[config.mk]
export PLATFORM = sky130hd
export DESIGN_NAME = pipe_hazard_ctrl
export DESIGN_NICKNAME = d
export VERILOG_FILES = /design/src/rtl/pipe_pkg.sv /design/src/rtl/pipe_mult_timer.sv /design/src/rtl/pipe_hazard_ctrl.sv
export SDC_FILE = /design/constraint.sdc
export NUM_CORES = 1
export LEC_CHECK = 0
export BUFFER_PORTS_ARGS = -buffer_cell sky130_fd_sc_hd__buf_2
export CORE_UTILIZATION = 50
export CTS_BUF_LIST = sky130_fd_sc_hd__clkbuf_16
export CTS_CLUSTER_DIAMETER = 150
export DETAILED_ROUTE_END_ITERATION = 10
export MAX_ROUTING_LAYER = met4
export PLACE_DENSITY = 0.76
export SYNTH_ARGS = -nofsm -noshare
export SYNTH_HDL_FRONTEND = slang
export SYNTH_HIERARCHICAL = 1
export SYNTH_SLANG_ARGS = --single-unit
[constraint.sdc]
create_clock -name clk -period 4.6 [get_ports clk]
set_clock_uncertainty 0.05 [all_clocks]
set_input_delay 0.92 -clock clk [delete_from_list [all_inputs] [get_ports clk]]
set_output_delay 0.92 -clock clk [all_outputs]
set_load 0.005 [all_outputs]
[src/rtl/pipe_pkg.sv]
// Shared constants for the integer pipeline hazard controller:
// stage indices, multiply-timer state encoding and the NOP word.
package pipe_pkg;

  localparam int STG_IF  = 0;
  localparam int STG_ID  = 1;
  localparam int STG_EX  = 2;
  localparam int STG_MEM = 3;
  localparam int STG_WB  = 4;

  typedef enum logic {
    MT_IDLE = 1'b0,
    MT_BUSY = 1'b1
  } mult_state_e;

  // Word loaded into a bubbled stage register (addi x0, x0, 0).
  localparam logic [31:0] NOP_INSTR = 32'h0000_0013;

endpackage

[src/rtl/pipe_mult_timer.sv]
// Multiply occupancy timer: keeps a multiply in EX for MULT_CYCLES cycles
// and requests a stall of the front of the pipe while it runs.
//
//   state   | meaning
//   --------+-------------------------------------------------------------
//   MT_IDLE | no multiply in progress; a valid multiply in EX starts one
//   MT_BUSY | multiply running; cnt_q counts remaining stall cycles
module pipe_mult_timer
  import pipe_pkg::*;
#(
  parameter int MULT_CYCLES = 4
) (
  input  logic clk,
  input  logic rst,
  input  logic start,
  output logic mstall,
  output logic mult_busy
);

  localparam int TW = (MULT_CYCLES > 2) ? $clog2(MULT_CYCLES - 1) : 1;
  localparam int LOAD_INT = (MULT_CYCLES > 1) ? (MULT_CYCLES - 2) : 0;
  localparam logic [TW-1:0] LOAD_VAL = TW'(LOAD_INT);
  localparam bit MULT_EN = (MULT_CYCLES > 1);

  mult_state_e state_q, state_d;
  logic [TW-1:0] cnt_q, cnt_d;

  always_ff @(posedge clk) begin
    if (rst) begin
      state_q <= MT_IDLE;
      cnt_q   <= '0;
    end else begin
      state_q <= state_d;
      cnt_q   <= cnt_d;
    end
  end

  always_comb begin
    state_d = state_q;
    cnt_d   = cnt_q;
    mstall  = 1'b0;
    case (state_q)
      MT_IDLE: begin
        if (start && MULT_EN) begin
          mstall  = 1'b1;
          state_d = MT_BUSY;
          cnt_d   = LOAD_VAL;
        end
      end
      MT_BUSY: begin
        // Counter at zero is the final EX cycle: the multiply moves on.
        if (cnt_q == '0) begin
          state_d = MT_IDLE;
        end else begin
          mstall = 1'b1;
          cnt_d  = cnt_q - TW'(1);
        end
      end
      default: state_d = MT_IDLE;
    endcase
  end

  assign mult_busy = (state_q == MT_BUSY);

endmodule

[src/rtl/pipe_hazard_ctrl.sv]
// Stall/flush/occupancy controller: load-use and multiply interlocks,
// taken-branch squash of the fetch slot, stage valid bits, perf counters.
module pipe_hazard_ctrl
  import pipe_pkg::*;
#(
  parameter int NUM_STAGES  = 5,
  parameter int EX_STAGE    = STG_EX,
  parameter int REG_W       = 5,
  parameter int MULT_CYCLES = 4,
  parameter int CNT_W       = 16
) (
  input  logic                  clk,
  input  logic                  rst,
  input  logic                  fetch_valid,
  input  logic                  id_uses_a,
  input  logic                  id_uses_b,
  input  logic [REG_W-1:0]      id_rs_a,
  input  logic [REG_W-1:0]      id_rs_b,
  input  logic                  ex_is_load,
  input  logic                  ex_is_mult,
  input  logic                  ex_reg_write,
  input  logic [REG_W-1:0]      ex_write_reg,
  input  logic                  branch_taken,
  output logic [NUM_STAGES-1:0] stage_hold,
  output logic [NUM_STAGES-1:0] stage_bubble,
  output logic [NUM_STAGES-1:0] stage_valid,
  output logic                  mult_busy,
  output logic [CNT_W-1:0]      stall_cycles,
  output logic [CNT_W-1:0]      flush_count
);

  localparam int ID_STAGE = EX_STAGE - 1;
  localparam logic [CNT_W-1:0] CNT_MAX = '1;

  logic mstall;
  logic lu;
  logic src_match;
  logic flush;

  pipe_mult_timer #(
    .MULT_CYCLES(MULT_CYCLES)
  ) u_mult_timer (
    .clk      (clk),
    .rst      (rst),
    .start    (stage_valid[EX_STAGE] & ex_is_mult),
    .mstall   (mstall),
    .mult_busy(mult_busy)
  );

  assign src_match = (id_uses_a && (id_rs_a == ex_write_reg)) ||
                     (id_uses_b && (id_rs_b == ex_write_reg));

  assign lu = stage_valid[ID_STAGE] && stage_valid[EX_STAGE] &&
              ex_is_load && ex_reg_write &&
              (ex_write_reg != '0) && src_match;

  // A branch seen during a stall is dropped; the held ID branch re-asserts it.
  assign flush = branch_taken && !mstall && !lu;

  always_comb begin
    stage_hold   = '0;
    stage_bubble = '0;
    if (mstall) begin
      for (int i = 0; i <= EX_STAGE; i++) stage_hold[i] = 1'b1;
      stage_bubble[EX_STAGE+1] = 1'b1;
    end else if (lu) begin
      for (int i = 0; i <= ID_STAGE; i++) stage_hold[i] = 1'b1;
      stage_bubble[EX_STAGE] = 1'b1;
    end else if (flush) begin
      stage_bubble[ID_STAGE] = 1'b1;
    end
  end

  always_ff @(posedge clk) begin
    if (rst) begin
      stage_valid <= '0;
    end else begin
      stage_valid[0] <= stage_hold[0] ? stage_valid[0] : fetch_valid;
      for (int i = 1; i < NUM_STAGES; i++) begin
        if (stage_hold[i])        stage_valid[i] <= stage_valid[i];
        else if (stage_bubble[i]) stage_valid[i] <= 1'b0;
        else                      stage_valid[i] <= stage_valid[i-1];
      end
    end
  end

  always_ff @(posedge clk) begin
    if (rst) begin
      stall_cycles <= '0;
      flush_count  <= '0;
    end else begin
      if ((mstall || lu) && (stall_cycles != CNT_MAX))
        stall_cycles <= stall_cycles + CNT_W'(1);
      if (flush && (flush_count != CNT_MAX))
        flush_count <= flush_count + CNT_W'(1);
    end
  end

endmodule

# After elaboration in Yosys (flattened, before gate mapping)
# Index checks and enable logic that the tools add are counted.
# op_classes
n_addsub,3
reduce_logical,19
bitwise_logic,2
n_mux,15
eq_ne,6
# op_table
operator,n
$add 16x1->16 const B,2
$ne 16x16->1 const B,2
$logic_and 1x1->1,11
$eq 5x5->1,2
$mux 2,5
$mux 1,8
$reduce_bool 5->1,1
$pmux 2 s2,1
$logic_not 1->1,2
$logic_not 2->1,1
$logic_or 1x1->1,2
$ne 2x1->1 const B,1
$ne 2x2->1 const B,1
$pmux 1 s2,1
$reduce_and 2->1,1
$reduce_or 2->1,1
$sub 2x1->2 const B,1
$and 1x1->1,1
$not 1->1,1
# word_totals
word_cells,54
reg_bits,40
inputBits,24

# Logic depth before layout (Yosys ltp)
# Gate-level depths: netlist of run 1.
# logic_depth
word_depth,11
depth_mapped,9

# By module
# Netlist of run 1, hierarchy kept.
# modules_own_cells
module,area_per_inst_um2,n_inst,cells_per_inst
pipe_hazard_ctrl,2054.5,1,239
pipe_mult_timer,156.4,1,15

# Worst setup path before layout of run 1
# No wires, ideal clock.
# synth_timing
path_type,input port to output port
from,input ex_write_reg[1]
to,output stage_bubble[1]
slack_ps,1716
required_time_ps,3630
stages,6
arrival_ps,1914
n_path_buf,1
path_cell_list,xnor2_1 > nand4_2 > o22ai_4 > a21oi_2 > buf_2 > and2_1
# synth_between
elab_chain_cells,9
word_cells_on_any_way,13
cone_classes,eq/ne: 2; mux: 3; reduce/logical: 8
# synth_lines
element,line_no,text
start: declaration,pipe_hazard_ctrl.sv:22,"input logic [REG_W-1:0] ex_write_reg,"
"$eq 5x5->1, on equally long branches","pipe_hazard_ctrl.sv:50, pipe_hazard_ctrl.sv:51",
"$logic_and 1x1->1, on equally long branches","pipe_hazard_ctrl.sv:50, pipe_hazard_ctrl.sv:51",
$logic_or 1x1->1,pipe_hazard_ctrl.sv:50,assign src_match = (id_uses_a && (id_rs_a == ex_write_reg)) ||
$logic_and 1x1->1 (*),pipe_hazard_ctrl.sv:55,(ex_write_reg != '0) && src_match;
$logic_not 1->1,pipe_hazard_ctrl.sv:58,assign flush = branch_taken && !mstall && !lu;
$logic_and 1x1->1,pipe_hazard_ctrl.sv:58,
$mux 1,pipe_hazard_ctrl.sv:69,end else if (flush) begin
$mux 1 (*),pipe_hazard_ctrl.sv:66,end else if (lu) begin
$mux 2 (*),pipe_hazard_ctrl.sv:63,if (mstall) begin
end: declaration,pipe_hazard_ctrl.sv:25,"output logic [NUM_STAGES-1:0] stage_bubble,"
# Every way passes the cells marked *; elsewhere a longest branch is shown, timed or not.

# Worst setup path in the final report of run 1
# layout_timing
from,input ex_is_mult
to,output stage_hold[1]
# layout_between
elab_chain_cells,4
# layout_lines
element,line_no,text
start: declaration,pipe_hazard_ctrl.sv:20,"input logic ex_is_mult,"
$and 1x1->1,pipe_hazard_ctrl.sv:45,".start (stage_valid[EX_STAGE] & ex_is_mult),"
$mux 1,pipe_mult_timer.sv:44,if (start && MULT_EN) begin
$pmux 1 s2,pipe_mult_timer.sv:42,case (state_q)
$mux 2,pipe_hazard_ctrl.sv:63,
end: declaration,pipe_hazard_ctrl.sv:24,"output logic [NUM_STAGES-1:0] stage_hold,"
# No other way between the ends.

==> key figures, run 1 <==
Place
  – DP HPWL: ~3.7 mm
  – Dpl cells: around 360
  – Setup WS pre-CTS: 1.30 ns
  – IO Port Bufs: 67
  – Post-place instance area: between 2000 and 3000 µm²
  – Final GP Congestion: between 0.7 and 0.8

STA
  – RSZ-0062 raised after global routing: false
  – Least-Margin Pin Slew: between 0.8 and 0.9 ns
  – Slew margin rel.: a little under half
  – Minimum clock period: between 3 and 4 ns
  – Final worst setup slack: roughly 1.3 ns
  – Fin Hold WS: 0.414 ns
  – Setup TNS: 0 ns
  – Pins Over Slew Limit: 0
  – Fmax: slightly above 300 MHz
  – Final Hold Vio Count: 0
  – Setup violations, final: 0
  – Crit share post-route: a little over 70%

Pwr
  – P_sw: 0.169 mW
  – Combinational Power Share: under 10%
  – Switch share: roughly 23%
  – Cell-internal power: 0.571 mW
  – Leak pwr: approximately 1.1 nW
  – Design Power: roughly 0.74 mW
  – Clock group share of total power: between 40% and 50%
  – Seq pwr share: about 48%
  – Power Density: ~270 nW/µm²
  – VDD IR max: 0.188 mV

Clocking
  – CTS Buf Count: 5
  – Setup Fix Bufs, Post-CTS: 0
  – Hold-fix buffers, CTS: 0
  – Clock Latency Late Sink: ~0.28 ns
  – CTS clock-pin slew for the worst setup and hold paths: ~0.06 ns
  – Clk buf depth: 2
  – Post-CTS sizing: 0
  – H-tree depth: 2
  – CTS tree: yes
  – Root Driver: clkbuf_16
  – Clock sinks: 40

Drt
  – DR WL/cell: 13.7 µm
  – Final WL: 5.06 mm
  – DR DRC count: 0
  – DR pass1 iterations: 4
  – Iteration-0 DRC Markers: between 100 and 150
  – Vias per inst: ~5.6
  – Routed vias: approximately 2.1k
  – ANT nets after route: 0

Min path
  – Hold Startpoint: stage_valid[3]
  – Worst Hold Endpoint: stage_valid[4]
  – Worst hold path class: reg -> reg
  – Hold Path Cell Cnt: 1

Finish
  – Fin util: around two thirds
  – Filler instances: about 360
  – Ant. Diodes: 0
  – Share of cells above drive strength 1: between 20% and 30%
  – Final Instance Count excl. Fillers: 370
  – Multi-input gate area: between 1000 and 1500 µm²
  – Post-route cell area: approximately 2700 µm²
  – Storage element area: 801 µm²
  – Fin nets: between 300 and 400
  – Area Overhead vs Synth: 21.6%

Yosys
  – Post-synthesis async set-or-reset flop share: 0%
  – Synth top area cells: dfxtp_1, xnor2_1, nor2_1, a21oi_1, nand3_1
  – Post-synth EDFFs: 0
  – Mean Syn Cell Area: around 8.7 µm²
  – Syn. warnings: 6
  – Top_reg_cell synth: dfxtp_1
  – Sequential-to-total area share from yosys stat: 36.2%
  – Cell taking the most area after synthesis: dfxtp_1
  – Post-synthesis register bit count: 40
  – Area of the mapped netlist: roughly 2200 µm²
  – Netlist cell types: 51
  – Synth Instances: 254
  – Post-synth top area share: 36.2%

Global routing
  – Initial antenna violation count: 0
  – First-pass GRT wire length: 7.51 mm
  – Largest net degree at the start of global routing: between 40 and 50
  – Gr ovfl total: 0
  – Vias in the first global route: approximately 1.7k
  – Global Route Usage Sum: 22.2%

Die
  – Die span in x: roughly 68 µm
  – I/O Pins: just over 70
  – Die footprint: ~4700 µm²
  – Row count: 23
  – Die H: 68.5 µm
  – Initial Util: a little over half
  – Core Footprint: slightly above 4000 µm²

Run status
  – Status: completed

Worst setup path
  – Crit Path Class: in -> out
  – Worst Reg-to-Reg Cells: 8
  – CP cell instances: buf_2, and2_1, nand2b_4, nand2_1, a21oi_2, inv_2, buf_2
  – Critical R2R Launch: u_mult_timer/cnt_q[1]
  – Critical Path Max Stage Delay: 0.47 ns
  – Crit Path Max Fanout: 11
  – Reg2reg end: flush_count[10]
  – Worst endpoint required time: 3.63 ns
  – Critical Path Sink Type: output pin
  – Worst path slowest cell: a21oi_2
  – CP most frequent cell: buf_2
  – CP Launch Type: input port
  – Critical Path AT: 2.34 ns
  – Register-to-Register Setup Slack: approximately 1.9 ns

Job
  – Max-cap violations: 0
-- registers in the layout (all words and copies together) (netlist names) --
| name | count |
|---|---|
| flush_count | 16 |
| stall_cycles | 16 |
| stage_valid | 5 |
| u_mult_timer/cnt_q | 2 |
| u_mult_timer/mult_busy | 1 |
-- worst max-delay path: cells and delay by family --
family | cells | cell delay [ns]
buffers and inverters | 3 | 0.44
AOI/OAI and AO/OA | 1 | 0.47
and+or+nand+nor | 3 | 0.49
-- cell type report --
type / instances / area share, %
clock buffer: 5 / 4.65
clock inverter: 3 / 0.512
inverter: 10 / 1.40
multi-input combinational: 194 / 48.6
sequential: 40 / 29.8
tap: 50 / 2.33
timing repair buffer: 68 / 12.8
-- worst max-delay path by stage --
| stage | from | cells past startpoint | slack, ns | to |
|---|---|---|---|---|
| after floorplan | ex_write_reg[1] | 6 | 1.72 | stage_bubble[1] |
| after global placement | ex_is_mult | 7 | 1.39 | stage_hold[0] |
| after detailed placement | ex_is_mult | 7 | 1.30 | stage_hold[1] |
| after CTS | ex_is_mult | 7 | 1.31 | stage_hold[1] |
| after global routing | ex_is_mult | 7 | 1.20 | stage_hold[1] |
| final | ex_is_mult | 7 | 1.29 | stage_hold[1] |
-- cell families after synthesis --
kind of cell,synth area share [%]
simple gates,28.7
other cells,0.170
buf+inv,5.21
compound gates,16.1
flops,36.2
xor+xnor,7.53
fa+ha+maj,1.70
mux,4.41
-- power groups by stage --
stage | clock [mW] | sequential [mW] | combinational [mW]
6_report | 0.331 | 0.353 | 0.0552
5_1_grt | 0.354 | 0.353 | 0.0614
4_1_cts | 0.337 | 0.353 | 0.0559
3_5_place_dp | 0 | 0.361 | 0.0555
3_3_place_gp | 0 | 0.361 | 0.0542
2_1_floorplan | 0 | 0.360 | 0.0348
-- synthesized netlist by cell type, drive strengths merged (5+ instances only) --
master and n:
nor2 28, inv 10, nor2b 8, dfxtp 40, and2 6, mux2 6
nand4 8, nand2 14, a21oi 18, and3 6, xnor2 19, o31ai 5
nand3 17, nor3 8, buf 9
-- layer usage --
| layer | GRT usage [%] | vias up | wire length, µm |
|---|---|---|---|
| met2 | 36.4 | 66 | 2380 |
| met4 | 7.81 | 0 | 58 |
| li1 | - | 1036 | - |
| met1 | 25.6 | 975 | 2250 |
| met3 | 6.74 | 7 | 372 |
| met5 | - | - | 0 |
-- cell usage in the layout, fill, tap and decap left out, types with 2 or more instances in the layout --
cell type and instances:
buf_2 67, dfxtp_1 40, nor2_1 27, xnor2_1 19
a21oi_1 17, nand3_1 17, nand2_1 14, inv_1 9
nor3_1 8, nor2b_1 8, nand4_1 6, and2_1 6
and3_1 6, mux2_1 6, clkbuf_16 5, nand3b_1 4
o31ai_1 4, conb_1 4, and4_1 3, mux2i_1 3
a21bo_2 3, a31o_1 3, or4_1 3, a21o_1 3
ha_1 3, nand4_2 2, a2111oi_0 2, nor4b_1 2
clkinv_2 2
Power figures use the tool's default switching activity.
==> inputs of run 2 (changes only) <==
ABC_AREA = 1   (was default)
CORE_UTILIZATION = 47   (was 50)
PLACE_DENSITY = 0.73   (was 0.76)
clock period = 2.93 ns   (was 4.6 ns; I/O delays follow)
==> run 2 against run 1 <==
- register-to-register slack worse by 0.81 ns
- non-clock buffer count stayed put
- global-route usage is 1.8 points lower
- sequential cell count stayed put
- routed wire length is 11% higher
- combinational power is 56% higher
- final cell count is 37% higher
- first-iteration DRC count stayed put
- synthesized area is 14% higher
- critical endpoint unchanged
- largest cell class unchanged
- largest power group is now clock
==> key figures, run 2 <==
Die
  – Initial Util: 49.0% (was 53.7%)
  – I/O Pins: 72 (unchanged)
  – Row count: 26 (was 23)
  – Die H: 75.2 µm (was 68.5 µm)
  – Core Footprint: 5140 µm² (was 4120 µm²)
  – Die span in x: 75.2 µm (was 68.5 µm)
  – Die footprint: 5650 µm² (was 4690 µm²)

Yosys
  – Top cells by count, synth: nand2_1, nor2_1, dfxtp_1 (was dfxtp_1, nor2_1, xnor2_1)
  – Post-synth top area share: 31.8% (was 36.2%)
  – Post-synth EDFFs: 0 (unchanged)
  – Top_reg_cell synth: dfxtp_1 (unchanged)
  – Syn. warnings: 6 (unchanged)
  – Mean Syn Cell Area: 6.68 µm² (was 8.70 µm²)
  – Netlist cell types: 30 (was 51)
  – Post-synthesis register bit count: 40 (unchanged)
  – Area of the mapped netlist: 2520 µm² (was 2210 µm²)
  – Synth top area cells: dfxtp_1, nand2_1, nand3_1, nor2_1, a21oi_1 (was dfxtp_1, xnor2_1, nor2_1, a21oi_1, nand3_1)
  – Post-synthesis async set-or-reset flop share: 0% (unchanged)
  – Count leader, synth: nand2_1 (was dfxtp_1)
  – Synth Instances: 377 (was 254)
  – Cell taking the most area after synthesis: dfxtp_1 (unchanged)
  – Sequential-to-total area share from yosys stat: 31.8% (was 36.2%)

Clocking
  – CTS Buf Count: 5 (unchanged)
  – Clk buf depth: 2 (unchanged)
  – Clock Latency Late Sink: 0.28 ns (about the same)
  – CTS clock-pin slew for the worst setup and hold paths: 0.06 ns (about the same)
  – Post-CTS sizing: 0 (unchanged)
  – Hold-fix buffers, CTS: 0 (unchanged)
  – Root Driver: clkbuf_16 (unchanged)
  – Clock sinks: 40 (unchanged)
  – H-tree depth: 2 (unchanged)
  – CTS tree: yes (unchanged)
  – Setup Fix Bufs, Post-CTS: 0 (unchanged)

STA
  – Final worst setup slack: 0.580 ns (was 1.29 ns)
  – Minimum clock period: between 2 and 2.5 ns
  – Pins Over Slew Limit: 0 (unchanged)
  – Least-Margin Pin Slew: 0.592 ns (was 0.818 ns)
  – Slew margin rel.: 60.5% (was 45.5%)
  – Final Hold Vio Count: 0 (unchanged)
  – Setup TNS: 0 ns (unchanged)
  – RSZ-0062 raised after global routing: false (unchanged)
  – Crit share post-route: roughly four fifths
  – Setup violations, final: 0 (unchanged)
  – Fmax: approximately 430 MHz
  – Fin Hold WS: 0.373 ns (was 0.414 ns)

Pwr
  – Cell-internal power: 0.980 mW (was 0.571 mW)
  – Combinational Power Share: 6.9% (was 7.5%)
  – Seq pwr share: 44.5% (was 47.8%)
  – Design Power: 1.25 mW (was 0.739 mW)
  – Clock group share of total power: 48.7% (was 44.8%)
  – Switch share: 21.6% (was 22.8%)
  – VDD IR max: 0.401 mV (was 0.188 mV)
  – P_sw: 0.270 mW (was 0.169 mW)
  – Leak pwr: 1.41 nW (was 1.12 nW)
  – Power Density: 416 nW/µm² (was 275 nW/µm²)

Place
  – Post-place instance area: 2840 µm² (was 2550 µm²)
  – Dpl cells: 500 (was 362)
  – IO Port Bufs: 67 (unchanged)
  – DP HPWL: 4.02 mm (was 3.71 mm)
  – Setup WS pre-CTS: 0.575 ns (was 1.30 ns)
  – Final GP Congestion: 0.931 (was 0.771)

Finish
  – Largest regs: flush_count x16, stall_cycles x16, stage_valid x5 (unchanged)
  – Area Overhead vs Synth: 19.3% (was 21.6%)
  – Ant. Diodes: 0 (unchanged)
  – Most common cell after layout, fill and taps aside: nand2_1 (was buf_2)
  – Leading cell types in the layout, fill and taps excluded: nand2_1, buf_2, nor2_1 (was buf_2, dfxtp_1, nor2_1)
  – Fin nets: 464 (was 346)
  – Post-route cell area: 3000 µm² (was 2690 µm²)
  – Final Instance Count excl. Fillers: 508 (was 370)
  – Fin util: 58.4% (was 65.3%)
  – Share of cells above drive strength 1: 22.4% (was 28.7%)

Drt
  – DR WL/cell: 11.1 µm (was 13.7 µm)
  – Met2 WL: 2.51 mm (was 2.38 mm)
  – Vias per inst: 4.97 (was 5.63)
  – Wl on met1: 2.76 mm (was 2.25 mm)
  – DR DRC count: 0 (unchanged)
  – Met3 wire length: 293 µm (was 372 µm)
  – Routed vias: 2,524 (was 2,084)
  – Top Layer Used: met4 (unchanged)
  – ANT nets after route: 0 (unchanged)
  – Iteration-0 DRC Markers: 114 (unchanged)
  – Final WL: 5.63 mm (was 5.06 mm)
  – DR pass1 iterations: 5 (was 4)

Job
  – Max-cap violations: 0 (unchanged)

Worst setup path
  – Critical Path Max Stage Delay: 0.26 ns (was 0.47 ns)
  – Crit Path Max Fanout: 24 (was 11)
  – Critical Path Sink Type: output pin (unchanged)
  – CP cell instances: buf_2, inv_1, nand2_1, nand2_1, nor2_1, nand3_1, nand2_2, nand2_4, nand2_4, buf_2 (was buf_2, and2_1, nand2b_4, nand2_1, a21oi_2, inv_2, buf_2)
  – Worst path slowest cell: nand2_4 (was a21oi_2)
  – Crit Path Class: in -> out (unchanged)
  – CP Launch Type: input port (unchanged)
  – Worst endpoint required time: 2.29 ns (was 3.63 ns)
  – Critical Path AT: 1.71 ns (was 2.34 ns)

Global routing
  – Global Route Usage Sum: 20.4% (was 22.2%)
  – First-pass GRT wire length: 8.68 mm (was 7.51 mm)
  – Vias in the first global route: 1,983 (was 1,710)
  – Gr ovfl total: 0 (unchanged)
  – Initial antenna violation count: 0 (unchanged)
  – Largest net degree at the start of global routing: 32 (was 48)

Min path
  – Worst hold path class: reg -> reg (unchanged)

Run status
  – Status: completed (unchanged)
==> run 2: cell types whose count changed after synthesis, moves of 6 or more <==
| cell | previous run | this run |
|---|---|---|
| a21oi_1 | 17 | 32 |
| nor2_1 | 27 | 46 |
| nand3_1 | 17 | 35 |
| nor3_1 | 8 | 2 |
| xnor2_1 | 19 | 13 |
| nor2b_1 | 8 | 0 |
| nand4_1 | 6 | 15 |
| mux2_1 | 6 | 0 |
| xor2_1 | 0 | 12 |
| nand2_1 | 14 | 97 |
| inv_1 | 9 | 32 |
| nand2_2 | 0 | 8 |
==> run 2: worst paths after layout <==
check / end / from / slack [ns] / depth (start not counted)
setup / recovery: stage_hold[1] / ex_write_reg[3] / 0.58 / 10
hold / removal: stage_valid[4] / stage_valid[3] / 0.37 / 2
setup reg to reg: flush_count[0] / flush_count[0] / 1.06 / 10
hold reg to reg: stage_valid[4] / stage_valid[3] / 0.37 / 2
==> run 2: kinds of logic after synthesis <==
logic type / count (synthesis) / synth area share [%]
other: 1 / 0.149
adder cells (fa/ha/maj): 3 / 1.49
AND/OR/NAND/NOR: 218 / 40.5
XOR/XNOR: 25 / 8.70
buffers and inverters: 53 / 9.94
flip-flops: 40 / 31.8
AO/OA/AOI/OAI: 37 / 7.46
==> run 2: final cells by class <==
| class | instances | area, µm² |
|---|---|---|
| Fill cell | 521 | 2140 |
| Multi-Input combinational cell | 287 | 1480 |
| Timing Repair Buffer | 68 | 343 |
| Inverter | 35 | 131 |
| Tap cell | 70 | 87.6 |
| Clock inverter | 3 | 38.8 |
| Sequential cell | 40 | 801 |
| Clock buffer | 5 | 125 |
==> run 2: layer usage <==
metal / GRT usage, % / vias to the layer above
met3: 3.61 / 6
met1: 26.1 / 1129
li1: - / 1318
met4: 7.00 / 0
met2: 32.5 / 71
met5: - / -
==> run 2: power groups by stage <==
stage          Combinational [mW]  Clock, mW  Sequential (mW)
6_report                   0.0860      0.608            0.556
5_1_grt                    0.0979      0.642            0.556
4_1_cts                    0.0867      0.622            0.555
3_5_place_dp               0.0862          0            0.568
3_3_place_gp               0.0852          0            0.568
2_1_floorplan              0.0568          0            0.567
==> run 2: worst max-delay path, delay by kind of cell <==
family                 cells  cell delay (ns)
AND/OR/NAND/NOR            7             0.79
buffers and inverters      3             0.32
